<file path="src/rtl/uart_pkg.sv">
// Shared UART definitions: FSM states, parity encodings, legal parameter ranges.
package uart_pkg;

    localparam int DATA_BITS_MIN  = 5;
    localparam int DATA_BITS_MAX  = 9;
    localparam int OVERSAMPLE_MIN = 1;
    localparam int OVERSAMPLE_MAX = 64;

    localparam logic [1:0] PAR_NONE = 2'b00;
    localparam logic [1:0] PAR_ODD  = 2'b01;
    localparam logic [1:0] PAR_EVEN = 2'b10;

    typedef enum logic [2:0] {
        IDLE   = 3'd0,
        START  = 3'd1,
        DATA   = 3'd2,
        PARITY = 3'd3,
        STOP   = 3'd4
    } tx_state_t;

    // 2'b11 is reserved and behaves like PAR_NONE
    function automatic logic parity_enabled(input logic [1:0] mode);
        return (mode == PAR_ODD) || (mode == PAR_EVEN);
    endfunction

endpackage

</file>
<file path="src/rtl/uart_bit_timer.sv">
// Counts oversample ticks and flags the tick that closes a bit period.
module uart_bit_timer #(
    parameter int OVERSAMPLE = 16
) (
    input  logic clock,
    input  logic reset,
    input  logic clear,
    input  logic uart_tick,
    output logic bit_end
);

    localparam int CW = (OVERSAMPLE > 1) ? $clog2(OVERSAMPLE) : 1;
    localparam logic [CW-1:0] LAST = CW'(OVERSAMPLE - 1);

    logic [CW-1:0] r_tick_cnt;
    logic          w_last;

    assign w_last  = (r_tick_cnt == LAST);
    // clear wins over a coincident tick, so that tick never ends a bit
    assign bit_end = uart_tick & w_last & ~clear;

    // tick counter, wraps after OVERSAMPLE ticks
    always_ff @(posedge clock) begin
        if (!reset || clear)
            r_tick_cnt <= '0;
        else if (uart_tick)
            r_tick_cnt <= w_last ? '0 : r_tick_cnt + 1'b1;
    end

endmodule

</file>
<file path="src/rtl/uart_tx_cfg.sv">
// Configurable UART transmitter: DATA_BITS payload, per-frame parity and stop count.
module uart_tx_cfg
    import uart_pkg::*;
#(
    parameter int DATA_BITS  = 8,
    parameter int OVERSAMPLE = 16
) (
    input  logic                 clock,
    input  logic                 reset,
    input  logic                 uart_tick,
    input  logic                 tx_valid,
    input  logic [DATA_BITS-1:0] tx_data,
    input  logic [1:0]           cfg_parity,
    input  logic                 cfg_stop2,
    output logic                 tx_ready,
    output logic                 tx_busy,
    output logic                 frame_done,
    output logic                 tx_signal
);

    localparam int BW = $clog2(DATA_BITS);
    localparam logic [BW-1:0] LAST_BIT = BW'(DATA_BITS - 1);

    if (DATA_BITS < DATA_BITS_MIN || DATA_BITS > DATA_BITS_MAX ||
        OVERSAMPLE < OVERSAMPLE_MIN || OVERSAMPLE > OVERSAMPLE_MAX) begin : g_bad_param
        $error("uart_tx_cfg: DATA_BITS or OVERSAMPLE out of range");
    end

    tx_state_t            r_state, w_next;
    logic [DATA_BITS-1:0] r_shift, w_shift_nxt;
    logic [BW-1:0]        r_bit_cnt;
    logic                 r_stop_cnt;
    logic                 r_par_en, r_par_bit, r_stop2;
    logic                 r_tx, w_tx_nxt;
    logic                 r_done, w_done_nxt;
    logic                 w_accept, w_bit_end, w_idle;

    assign w_idle     = (r_state == IDLE);
    assign w_accept   = tx_valid & w_idle;
    assign tx_ready   = w_idle;
    assign tx_busy    = ~w_idle;
    assign frame_done = r_done;
    assign tx_signal  = r_tx;

    // held clear in IDLE: ticks there, including the accept cycle, are ignored
    uart_bit_timer #(.OVERSAMPLE(OVERSAMPLE)) u_timer (
        .clock     (clock),
        .reset     (reset),
        .clear     (w_idle),
        .uart_tick (uart_tick),
        .bit_end   (w_bit_end)
    );

    // state register
    always_ff @(posedge clock) begin
        if (!reset)
            r_state <= IDLE;
        else
            r_state <= w_next;
    end

    // next-state decode; unknown encodings fall back to IDLE
    always_comb begin
        w_next = r_state;
        case (r_state)
            IDLE:   if (tx_valid) w_next = START;
            START:  if (w_bit_end) w_next = DATA;
            DATA:   if (w_bit_end && r_bit_cnt == LAST_BIT)
                        w_next = r_par_en ? PARITY : STOP;
            PARITY: if (w_bit_end) w_next = STOP;
            STOP:   if (w_bit_end && (!r_stop2 || r_stop_cnt)) w_next = IDLE;
            default: w_next = IDLE;
        endcase
    end

    // output decode: line level and done pulse follow the next state
    always_comb begin
        w_shift_nxt = r_shift;
        if (w_accept)
            w_shift_nxt = tx_data;
        else if (r_state == DATA && w_bit_end)
            w_shift_nxt = r_shift >> 1;

        case (w_next)
            START:   w_tx_nxt = 1'b0;
            DATA:    w_tx_nxt = w_shift_nxt[0];
            PARITY:  w_tx_nxt = r_par_bit;
            default: w_tx_nxt = 1'b1;
        endcase

        w_done_nxt = (r_state == STOP) && (w_next == IDLE);
    end

    // datapath: frame config latched at accept, counters advance on bit ends
    always_ff @(posedge clock) begin
        if (!reset) begin
            r_shift    <= '0;
            r_bit_cnt  <= '0;
            r_stop_cnt <= 1'b0;
            r_par_en   <= 1'b0;
            r_par_bit  <= 1'b0;
            r_stop2    <= 1'b0;
            r_tx       <= 1'b1;
            r_done     <= 1'b0;
        end else begin
            r_shift <= w_shift_nxt;
            r_tx    <= w_tx_nxt;
            r_done  <= w_done_nxt;
            if (w_accept) begin
                r_par_en   <= parity_enabled(cfg_parity);
                r_par_bit  <= (^tx_data) ^ (cfg_parity == PAR_ODD);
                r_stop2    <= cfg_stop2;
                r_bit_cnt  <= '0;
                r_stop_cnt <= 1'b0;
            end else begin
                if (r_state == DATA && w_bit_end)
                    r_bit_cnt <= r_bit_cnt + 1'b1;
                if (r_state == STOP && w_bit_end)
                    r_stop_cnt <= 1'b1;
            end
        end
    end

endmodule
</file>
<file path="config.mk">
export PLATFORM = sky130hd
export DESIGN_NAME = uart_tx_cfg
export DESIGN_NICKNAME = d
export VERILOG_FILES = /design/src/rtl/uart_pkg.sv /design/src/rtl/uart_bit_timer.sv /design/src/rtl/uart_tx_cfg.sv
export SDC_FILE = /design/constraint.sdc
export NUM_CORES = 1
export LEC_CHECK = 0
export ABC_AREA = 1
export CORE_MARGIN = 2
export CORE_UTILIZATION = 55
export CTS_BUF_LIST = sky130_fd_sc_hd__clkbuf_4
export DETAILED_ROUTE_END_ITERATION = 12
export GPL_ROUTABILITY_DRIVEN = 0
export PLACE_DENSITY = 0.81
export SLEW_MARGIN = 20
export SYNTH_ARGS = -nofsm -noshare
export SYNTH_HDL_FRONTEND = slang
export SYNTH_HIERARCHICAL = 1
export SYNTH_SLANG_ARGS = --single-unit
</file>
<file path="constraint.sdc">
create_clock -name clock -period 2.3 [get_ports clock]
set_input_delay 0.345 -clock clock [delete_from_list [all_inputs] [get_ports clock]]
set_output_delay 0.345 -clock clock [all_outputs]
set_load 0.05 [all_outputs]
</file>
== Word level (Yosys, flattened, before mapping) ==
Index checks and enable logic that the tools add are counted.

* Flip-flop bits (word level): 24
* Input port bits: 15

* Add/sub/neg operators: 2
* Eq/ne operators: 11
* Mux-type cells: 11
* Bitwise operators: 6
* Reduce and logical (&&, ||, !) cells: 15

{| class="wikitable"
|+ Operators with widths
! kind !! count
|-
| two-way mux 3 bit || 6
|-
| two-way mux 8 bit || 2
|-
| one-hot mux 3 bit (5 select lines) || 1
|-
| == test 3 x 2 -> 1 bit (second input constant) || 4
|-
| XOR reduction 8 bit || 1
|-
| == test 3 x 1 -> 1 bit (second input constant) || 2
|-
| == test 3 bit (second input constant) || 2
|-
| logical NOT 3 bit || 2
|-
| logical AND 1 bit || 5
|-
| adder 4 x 1 -> 4 bit (second input constant) || 1
|-
| == test 4 bit (second input constant) || 1
|-
| two-way mux 4 bit || 1
|-
| adder 3 x 1 -> 3 bit (second input constant) || 1
|-
| AND 1 bit || 3
|-
| logical OR 1 bit || 3
|-
| one-hot mux 1 bit (3 select lines) || 1
|-
| == test 2 x 1 -> 1 bit (second input constant) || 1
|-
| == test 2 bit (second input constant) || 1
|-
| logical NOT 1 bit || 2
|-
| NOT 1 bit || 2
|-
| nonzero test 2 bit || 1
|-
| OR reduction 2 bit || 1
|-
| XOR 1 bit || 1
|}

== Longest topological paths before layout ==
* Word-level depth: 8
* Depth in mapped cells: 14
* Mapped depth without buffers: 14

== Cells and area by module ==
The synthesis kept the hierarchy.

{| class="wikitable"
|+ By module, submodules not included
! module !! instances !! cells each !! area each (sq um)
|-
| uart_tx_cfg || 1 || 164 || 1067.3
|-
| uart_bit_timer || 1 || 27 || 188.9
|}

== Least setup slack after synthesis ==
No wires, ideal clock.

* Path type: flip-flop to flip-flop
* From: register r_state[2]
* To: register r_shift[5]
* Setup time: 128 ps
* Arrival: 2267 ps
* Slack: -95 ps
* Cell stages (with the launch flop): 12
* Buffers on the path: 0
* Clock period less this slack: 2395 ps
* Cell sequence: dfxtp_1 > nor2_4 > nand2_1 > inv_1 > nor3_1 > nand2_1 > inv_2 > nand2_4 > nand2_1 > inv_1 > a21oi_1 > nor2_1

* Word-level cells in the longest chain between the ends: 5
* Elaborated cells between the ends (all ways): 8
* Classes of those cells: 1 x eq/ne; 1 x mux; 3 x bitwise; 3 x reduce/logical

{| class="wikitable"
|+ Ends and longest elaborated chain
! item !! RTL line !! text
|-
| from (decl) || uart_tx_cfg.sv:29 || <nowiki>tx_state_t r_state, w_next;</nowiki>
|-
| from (signal assigned) || uart_tx_cfg.sv:59 || <nowiki>r_state <= w_next;</nowiki>
|-
| logical NOT 3 bit || uart_tx_cfg.sv:38 || <nowiki>assign w_idle = (r_state == IDLE);</nowiki>
|-
| NOT 1 bit || -- ||
|-
| named net tx_busy || uart_tx_cfg.sv:16 || <nowiki>output logic tx_busy,</nowiki>
|-
| AND 1 bit || uart_bit_timer.sv:20 || <nowiki>assign bit_end = uart_tick & w_last & ~clear;</nowiki>
|-
| named net w_bit_end || uart_tx_cfg.sv:36 || <nowiki>logic w_accept, w_bit_end, w_idle;</nowiki>
|-
| logical AND 1 bit || uart_tx_cfg.sv:81 || <nowiki>else if (r_state == DATA && w_bit_end)</nowiki>
|-
| nonzero test 2 bit (no line) || -- ||
|-
| to (signal assigned) || uart_tx_cfg.sv:106 || <nowiki>r_shift <= w_shift_nxt;</nowiki>
|-
| to (decl) || uart_tx_cfg.sv:30 || <nowiki>logic [DATA_BITS-1:0] r_shift, w_shift_nxt;</nowiki>
|}

The timed path passes the listed nets, and every way through them passes these cells.
A chain may end at the register's enable or synchronous reset.

== Final worst setup path ==
* From: register r_state[2]
* To: output tx_busy

* Word-level cells in the longest chain between the ends: 2

{| class="wikitable"
|+ Ends and longest elaborated chain
! item !! RTL line !! text
|-
| logical NOT 3 bit || uart_tx_cfg.sv:38 ||
|-
| NOT 1 bit || uart_tx_cfg.sv:41 || <nowiki>assign tx_busy = ~w_idle;</nowiki>
|-
| to (decl) || uart_tx_cfg.sv:16 ||
|}

Every way passes these cells.

==> flow_metrics.tcl <==
set metrics [dict create \
    drt-met1-wl_um 1070 \
    nNetsFinal 232 \
    dr_wl_met2_um 1270 \
    root_buffer "clkbuf_4" \
    hpwl_um 1960 \
    arrival_ns 1.78 \
    cts_buffer_depth 2 \
    synth.distinct_cells 22 \
    synthToLayoutAreaGrowth_pct 19.3 \
    synth_async_sr_flop_share 0 \
    ios 19 \
    syn_area_per_cell_um2 6.58 \
    synth_nets 210 \
    setup_viol 0 \
    p_seq_frac 0.568 \
    maxSlewViolCount 0 \
    synth.most_common_cell "nand2_1" \
    drive_gt1_frac 0.0660 \
    crit_path_end "tx_busy" \
    synth_top_family_by_area "simple AND/OR/NAND/NOR gates" \
    yosys_warnings 6 \
    path_max_fanout 4 \
    ctsHoldBuffers 0 \
    synth.area.top_cells "dfxtp_1 38%, nand2_1 20%, inv_1 8.4%, a21oi_1 6.0%, nor2_1 4.2%" \
    synth_mux_area_frac 0 \
    reg2regPathDepth 11 \
    grt_pass1_wl_um 4290 \
    synth_compound_area_frac 0.118 \
    setup_tns_ns 0 \
    critPathLaunchType "register" \
    fmax_mhz 471 \
    power.net_switching_w 0.000225 \
    fin_crit_ns 2.12 \
    path_class "register to output pin" \
    yosys.area.top_type "dfxtp_1" \
    dieArea_um2 2680 \
    swShare 0.288 \
    hold_path.class "register to register" \
    r2r-start "r_state[2]" \
    grt_max_degree 14 \
    ys.flop_type "dfxtp_1" \
    drtPass1Iterations 4 \
    drtIter0Drc 22 \
    insertion_delay_ns 0.32 \
    wl_um 2500 \
    synth_fa_ha_area_frac 0.0398 \
    wl_met3_um 126 \
    synth-simple-area-share 0.337 \
    coreArea_um2 2190 \
    synth_edf_count 0 \
    power.internal_w 0.000556 \
    die_h_um 51.8 \
    synth_seq_cells 24 \
    die_w_um 51.8 \
    relSlewSlack 0.666 \
    n_antenna_cell 0 \
    antenna_found_initial 0 \
    post-route-drc-count 0 \
    vias_per_cell 5.04 \
    wire_per_inst_um 10.4 \
    synth_area_um2 1260 \
    io_buffers 18 \
    p_leak_nw 0.726 \
    clkPwrFrac 0.246 \
    combPwrFrac 0.186 \
    synth_seq_area_share 0.382 \
    cts.sinks 24 \
    cts_resized 0 \
    numCtsBuffers 3 \
    startpoint "r_state[2]" \
    outcome "finished, final reports clean" \
    synth_commonest_cells "68 x nand2_1, 28 x inv_1, 24 x dfxtp_1" \
    worst_slew_pin_slew_ns 0.501 \
    place_inst 236 \
    crit_required_ns 1.96 \
    finalCritPeriodShare 0.922 \
    groute.usage.overall 0.212 \
    whs_ns 0.469 \
    cts_tree "built" \
    ir_drop_mv 0.446 \
    hold_viol_final 0 \
    regToRegEndpoint "r_state[2]" \
    endpoint_kind "output pin" \
    p_per_area_nw_per_um2 522 \
    post_cts_buffers 0 \
    grt_pass1_vias 1114 \
    finish.cell_count_without_fillers 240 \
    antenna_left 0 \
    start_util 0.573 \
    grt_setup_unrepaired "no" \
    routed.top_layer "met4" \
    cap_violations 0 \
    clk_pin_slew_ns 0.14 \
    synth_xor_xnor_area_share 0.0139 \
    netlist_instances 191 \
    reg2reg_slack_ns 0.48 \
    placementRows 17 \
    finClkSkew_ns 0.0142 \
    grt_overflow 0 \
    cts_max_level 1 \
    vias 1209 \
    synth_top_cell_area_share 0.382 \
]
-- critical path: stages (launching register included) --
cell	delay [ns]
dfxtp_1	0.45
nor2_4	0.10
nand2_2	0.10
clkdlybuf4s50_1	0.80
-- power groups by stage --
stage	Combinational, W	Clock, W	Sequential [W]
after floorplan	0.0000887	0	0.000456
after global placement	0.000141	0	0.000453
after detailed placement	0.000146	0	0.000453
after CTS	0.000147	0.000197	0.000444
after global routing	0.000164	0.000212	0.000446
final	0.000146	0.000192	0.000444
-- cell usage in the layout (no fill, tap or decap) --
cell             instances
nand2_1                 67
inv_1                   27
dfxtp_1                 24
clkdlybuf4s50_1         17
a21oi_1                 15
nor2_1                  14
o21ai_0                  8
nand3_1                  7
a31oi_1                  4
ha_1                     4
inv_2                    3
nor3_1                   3
clkbuf_4                 3
nand2_2                  2
xor2_1                   2
nand4_1                  2
nor2_4                   1
clkinvlp_4               1
nand3_4                  1
nand2_4                  1
inv_4                    1
a22oi_1                  1
or2_1                    1
clkinv_1                 1
dlymetal6s2s_1           1
buf_4                    1
-- area by class of cell --
type                    count  area, um^2
fillers                   192         692
multi-input cells         133         641
flip-flops and latches     24         480
repair buffers             19         190
inverters                  32         126
well taps                  28        35.0
clock buffers               3        22.5
clock inverters             1        3.75
-- cell families (layout without fill, tap and decap cells) --
group | Yosys count | after routing
and+or+nand+nor | 99 | 99
buffers and inverters | 34 | 55
AOI/OAI and AO/OA | 28 | 28
DFF | 24 | 24
adders and majority gates | 4 | 4
xor gates and xnor gates | 2 | 2
-- stage by stage --
stage          worst slack [ns]  cell area (um^2)  utilization  power [W]
2_1_floorplan            0.0385              1260            -   0.000545
3_3_place_gp              0.291              1470        0.671   0.000594
3_5_place_dp              0.259              1470        0.671   0.000599
4_1_cts                  0.0156              1500        0.683   0.000787
5_1_grt                  0.0995              1500        0.684   0.000823
6_report                  0.179              1500        0.684   0.000782
-- routing by layer --
| layer | vias to the layer above | GRT usage |
|---|---|---|
| li1 | 642 | - |
| met1 | 533 | 0.238 |
| met2 | 30 | 0.395 |
| met3 | 4 | 0.0517 |
| met4 | 0 | 0.0526 |
| met5 | - | 0 |
-- sequential cells by signal, indices dropped and copies added, names as in the netlist --
signal	cells
r_shift	8
u_timer/r_tick_cnt	4
r_bit_cnt	3
r_state	3
frame_done	1
r_par_bit	1
r_par_en	1
r_stop2	1
r_stop_cnt	1
tx_signal	1
-- worst min path at each step --
stage	cells past startpoint	from	slack (ns)	to
after global placement	2	r_stop_cnt	0.45	r_stop_cnt
after detailed placement	2	r_stop_cnt	0.45	r_stop_cnt
after global routing	2	r_stop_cnt	0.50	r_stop_cnt
final	2	r_stop_cnt	0.47	r_stop_cnt
after floorplan	1	uart_tick	0.43	u_timer/r_tick_cnt[1]
after CTS	2	r_stop_cnt	0.47	r_stop_cnt
No activity file was read; power rests on OpenSTA's default activity.
==> edit 1: new RTL, same flow settings <==
Take the reset off `r_shift` and load it in a clocked block of its own.
--- a/src/rtl/uart_tx_cfg.sv
+++ b/src/rtl/uart_tx_cfg.sv
@@ -94,7 +94,6 @@
     // datapath: frame config latched at accept, counters advance on bit ends
     always_ff @(posedge clock) begin
         if (!reset) begin
-            r_shift    <= '0;
             r_bit_cnt  <= '0;
             r_stop_cnt <= 1'b0;
             r_par_en   <= 1'b0;
@@ -103,7 +102,6 @@
             r_tx       <= 1'b1;
             r_done     <= 1'b0;
         end else begin
-            r_shift <= w_shift_nxt;
             r_tx    <= w_tx_nxt;
             r_done  <= w_done_nxt;
             if (w_accept) begin
@@ -121,4 +119,8 @@
         end
     end
 
+    always_ff @(posedge clock) begin
+        r_shift <= w_shift_nxt;
+    end
+
 endmodule
Function: same outputs for any inputs over 10 cycles, from zero or initial values and one cycle with reset low; that may be too few to reach the edited logic, so the function may still have changed.
==> edit 1 against the original RTL <==
Sequential cell count did not move. Total power grew 18%. Sequential share of layout area increased by 3.5 points. Via count decreased by 2.9%. Worst hold slack got worse by 0.0010 ns. Count of clock-buffer cells in the layout stayed put. Setup slack got worse by 0.085 ns. Design area rose by 3.3%. Synthesized area grew 2.1%. Wire length decreased by 2.1%. Critical endpoint is now tx_ready. Highest routed layer unchanged.
==> edit 1: results (changes against the original RTL) <==
[critical_path]
worstPathArrival_ns = 1.86  ; +0.08 ns
reg2regPathDepth = 8  ; -3
crit_fanout = 5  ; +1

[yosys]
yosysUniqueCellTypes = 23  ; +4.5%
ys_seq_area_frac = 0.429  ; +0.0468
avgSynthCellArea_um2 = 7.05  ; +7.1%
ys_warn_count = 6  ; unchanged
synthTopCellsByArea = dfxtp_1, nand2_1, edfxtp_1, inv_1, nand3_1
synth_common_cells = nand2_1, inv_1, dfxtp_1, nor2_1, nand3_1

[global_route]
grt_usage = 0.206  ; -0.00528
grt_max_degree = 15  ; +1
grt_pass1_vias = 1047  ; -6.0%
grt_pass1_wl_um = 4270  ; -0.47%

[clock_network]
cts-root-buf = clkbuf_4
post_cts_buffers = 0  ; unchanged

[final_layout]
multi_input_comb_cells = 125  ; -6.0%
fill_cells = 186  ; -3.1%
buf_share = 0.116  ; -0.0105
multi_input_area_um2 = 606  ; -5.5%
n_all_buffers = 18  ; -1
n_all_inverters = 32  ; unchanged
fin_nets = 223  ; -3.9%
clk_share = 0.0340  ; +0.0164
seq_area_frac = 0.356  ; +0.0352
drive_above_1_share = 0.0739  ; +0.00785
area_growth_pct = 20.7

[pwr]
p_int_uw = 694  ; +25%
ir_drop_mv = 0.419  ; -5.9%
comb_power_share = 0.159  ; -0.027
p_leak_nw = 0.736  ; +1.4%

[timing]
hold_slack_ns = 0.468  ; -0.00101 ns
skew_ns = 0.00272  ; -0.0115 ns
worst_slew_pin_slew_ns = 0.489  ; -0.0115 ns

[placement]
pre_cts_slack_ns = 0.0983  ; -0.161 ns
placement.cell_area_um2 = 1500  ; +1.7%
dp_hpwl_um = 1900  ; -3.2%

[routing]
drt-initial-drc-count = 23  ; +4.5%
viasPerCell = 5.08  ; +0.89%

[run_status]
status = finished, final reports clean

[floorplan]
die_area_um2 = 2730  ; +1.9%

edit 1: routing by layer:
layer  share of wire  up-vias  track usage  wire, µm
met2            0.52       39        0.367      1270
met4          0.0033        0       0.0470         8
li1                -      611            -         -
met3           0.063        2       0.0457       155
met5               0        -            0         0
met1            0.41      522        0.252      1010
edit 1: logic make-up (layout without fill, tap and decap cells):
logic type / after synthesis / count (layout) / share of synthesized area
AOI/OAI and AO/OA: 20 / 20 / 0.0858
xor gates and xnor gates: 3 / 3 / 0.0205
adders and majority gates: 4 / 4 / 0.0390
buffers and inverters: 33 / 54 / 0.104
DFF: 24 / 24 / 0.429
and+or+nand+nor: 98 / 98 / 0.321
edit 1: worst paths after layout:
kind,slack (ns),from,to
setup / recovery,0.09,r_state[0],tx_ready
hold reg to reg,0.47,r_stop2,r_stop2
hold / removal,0.47,r_stop2,r_stop2
setup reg to reg,0.27,r_state[1],r_shift[3]
==> edit 2: new RTL, same flow settings <==
Without the edit above. `OVERSAMPLE` is set to 16 in 2 places; all go to 32.
--- a/src/rtl/uart_bit_timer.sv
+++ b/src/rtl/uart_bit_timer.sv
@@ -1,6 +1,6 @@
 // Counts oversample ticks and flags the tick that closes a bit period.
 module uart_bit_timer #(
-    parameter int OVERSAMPLE = 16
+    parameter int OVERSAMPLE = 32
 ) (
     input  logic clock,
     input  logic reset,
--- a/src/rtl/uart_tx_cfg.sv
+++ b/src/rtl/uart_tx_cfg.sv
@@ -3,7 +3,7 @@
     import uart_pkg::*;
 #(
     parameter int DATA_BITS  = 8,
-    parameter int OVERSAMPLE = 16
+    parameter int OVERSAMPLE = 32
 ) (
     input  logic                 clock,
     input  logic                 reset,
Check against the original RTL: same outputs for any inputs over 10 cycles, from zero or initial values and one cycle with reset low; that may be too few to reach the edited logic, so the function may still have changed.
==> edit 2 against the original RTL <==
Cell count up 2.9%. Wire length is 5.7% higher. Clock power is 6% higher. Sequential cell count up 1. Core utilization up 0.77 points. Total power increased by 3.6%. Synthesized area grew 4.2%. Design area is 3.1% higher. Setup slack better by 0.015 ns. Sequential power increased by 4%. Critical path type unchanged. Largest cell class unchanged.
==> edit 2: results (changes against the original RTL) <==
[global_route]
use_met2 = 0.398  ; +0.00262
grt.met1_usage = 0.270  ; +0.0319
grt_pass1_vias = 1123  ; +0.81%
grt_pass1_wl_um = 4620  ; +7.6%
grt_use_met3 = 0.0257  ; -0.0260
grt_usage = 0.222  ; +0.0108
grt_max_degree = 16  ; +2

[yosys]
synth_common_cells = nand2_1, inv_1, dfxtp_1, nor2_1, a21oi_1
synthTopCellsByArea = dfxtp_1, nand2_1, inv_1, a21oi_1, ha_1
avgSynthCellArea_um2 = 6.61  ; +0.50%
yosysUniqueCellTypes = 24  ; +9.1%
synth_top_flop_cell = dfxtp_1
synth_nets = 218  ; +3.8%
ys_seq_area_frac = 0.382  ; about the same

[clock_network]
postCtsResizedCells = 1  ; +1
clk_pin_slew_ns = 0.15

[timing]
hold_slack_ns = 0.481  ; +0.0116 ns
period_needed_ns = 2.11  ; -0.0145 ns
worst_slew_pin_slew_ns = 0.490  ; -0.0105 ns
skew_ns = 0.0154  ; +0.00115 ns

[final_layout]
reg.largest.list = r_shift x8, u_timer/r_tick_cnt x5
drive_above_1_share = 0.0594  ; -0.00668
fin_nets = 240  ; +3.4%

[routing]
met3WireLength_um = 90  ; -29%
drt-initial-drc-count = 26  ; +18%
vias = 1278  ; +5.7%
met1_length_um = 1190  ; +11%
wl_met2_um = 1310  ; +3.2%
drt-wirelength-per-cell_um = 10.7  ; +2.7%
firstDrtPassIters = 5  ; +1
viasPerCell = 5.17  ; +2.7%

[worst_hold_path]
worstHoldStart = u_timer/r_tick_cnt[4]
hold_path_end = u_timer/r_tick_cnt[4]
worstHoldPathCells = 2  ; unchanged

[pwr]
p_leak_nw = 0.742  ; +2.2%
ir_drop_mv = 0.421  ; -5.4%
p_switching_uw = 234  ; +3.8%
powerDensity_nw_per_um2 = 524  ; +0.50%

[critical_path]
reg2regPathDepth = 16  ; +5
reg2reg_setup_slack_ns = 0.24  ; -0.24 ns
reg2reg_from = u_timer/r_tick_cnt[1]
worstPathArrival_ns = 1.76  ; -0.02 ns
timing.rr.end = tx_signal
crit_start = r_state[2]
crit_family = buffers and inverters

[placement]
dp_hpwl_um = 2130  ; +8.5%
placement.cell_area_um2 = 1520  ; +3.1%
pre_cts_slack_ns = 0.294  ; +0.0352 ns

[run_status]
status = finished, final reports clean

edit 2: cell families (layout without fill, tap and decap cells):
logic type      after synthesis  in the layout  share of synthesized area
compound gates               25             25                      0.101
xor+xnor                      2              2                     0.0134
fa+ha+maj                     5              5                     0.0478
buf+inv                      33             54                      0.102
flops                        25             25                      0.382
simple gates                108            108                      0.353
edit 2: worst register-to-register path: stages, from the launching register on:
cell and delay (ns):
dfxtp_1 0.40, ha_1 0.18, nand2_1 0.07, nor2_1 0.11, ha_1 0.15, nand2_1 0.06, nor2_1 0.23, nand2_1 0.16
inv_2 0.10, nand2_4 0.08, inv_4 0.11, nand2_1 0.06, nand2_1 0.05, nand2_1 0.06, nand2_1 0.06, nand2_1 0.05
nand4_1 0.07
edit 2: final cells by class:
type                    instances  area (µm²)
clock buffers                   3        22.5
clock inverters                 1        7.51
fillers                       213         688
inverters                      31         119
multi-input cells             140         674
flip-flops and latches         25         500
well taps                      28        35.0
repair buffers                 19         186
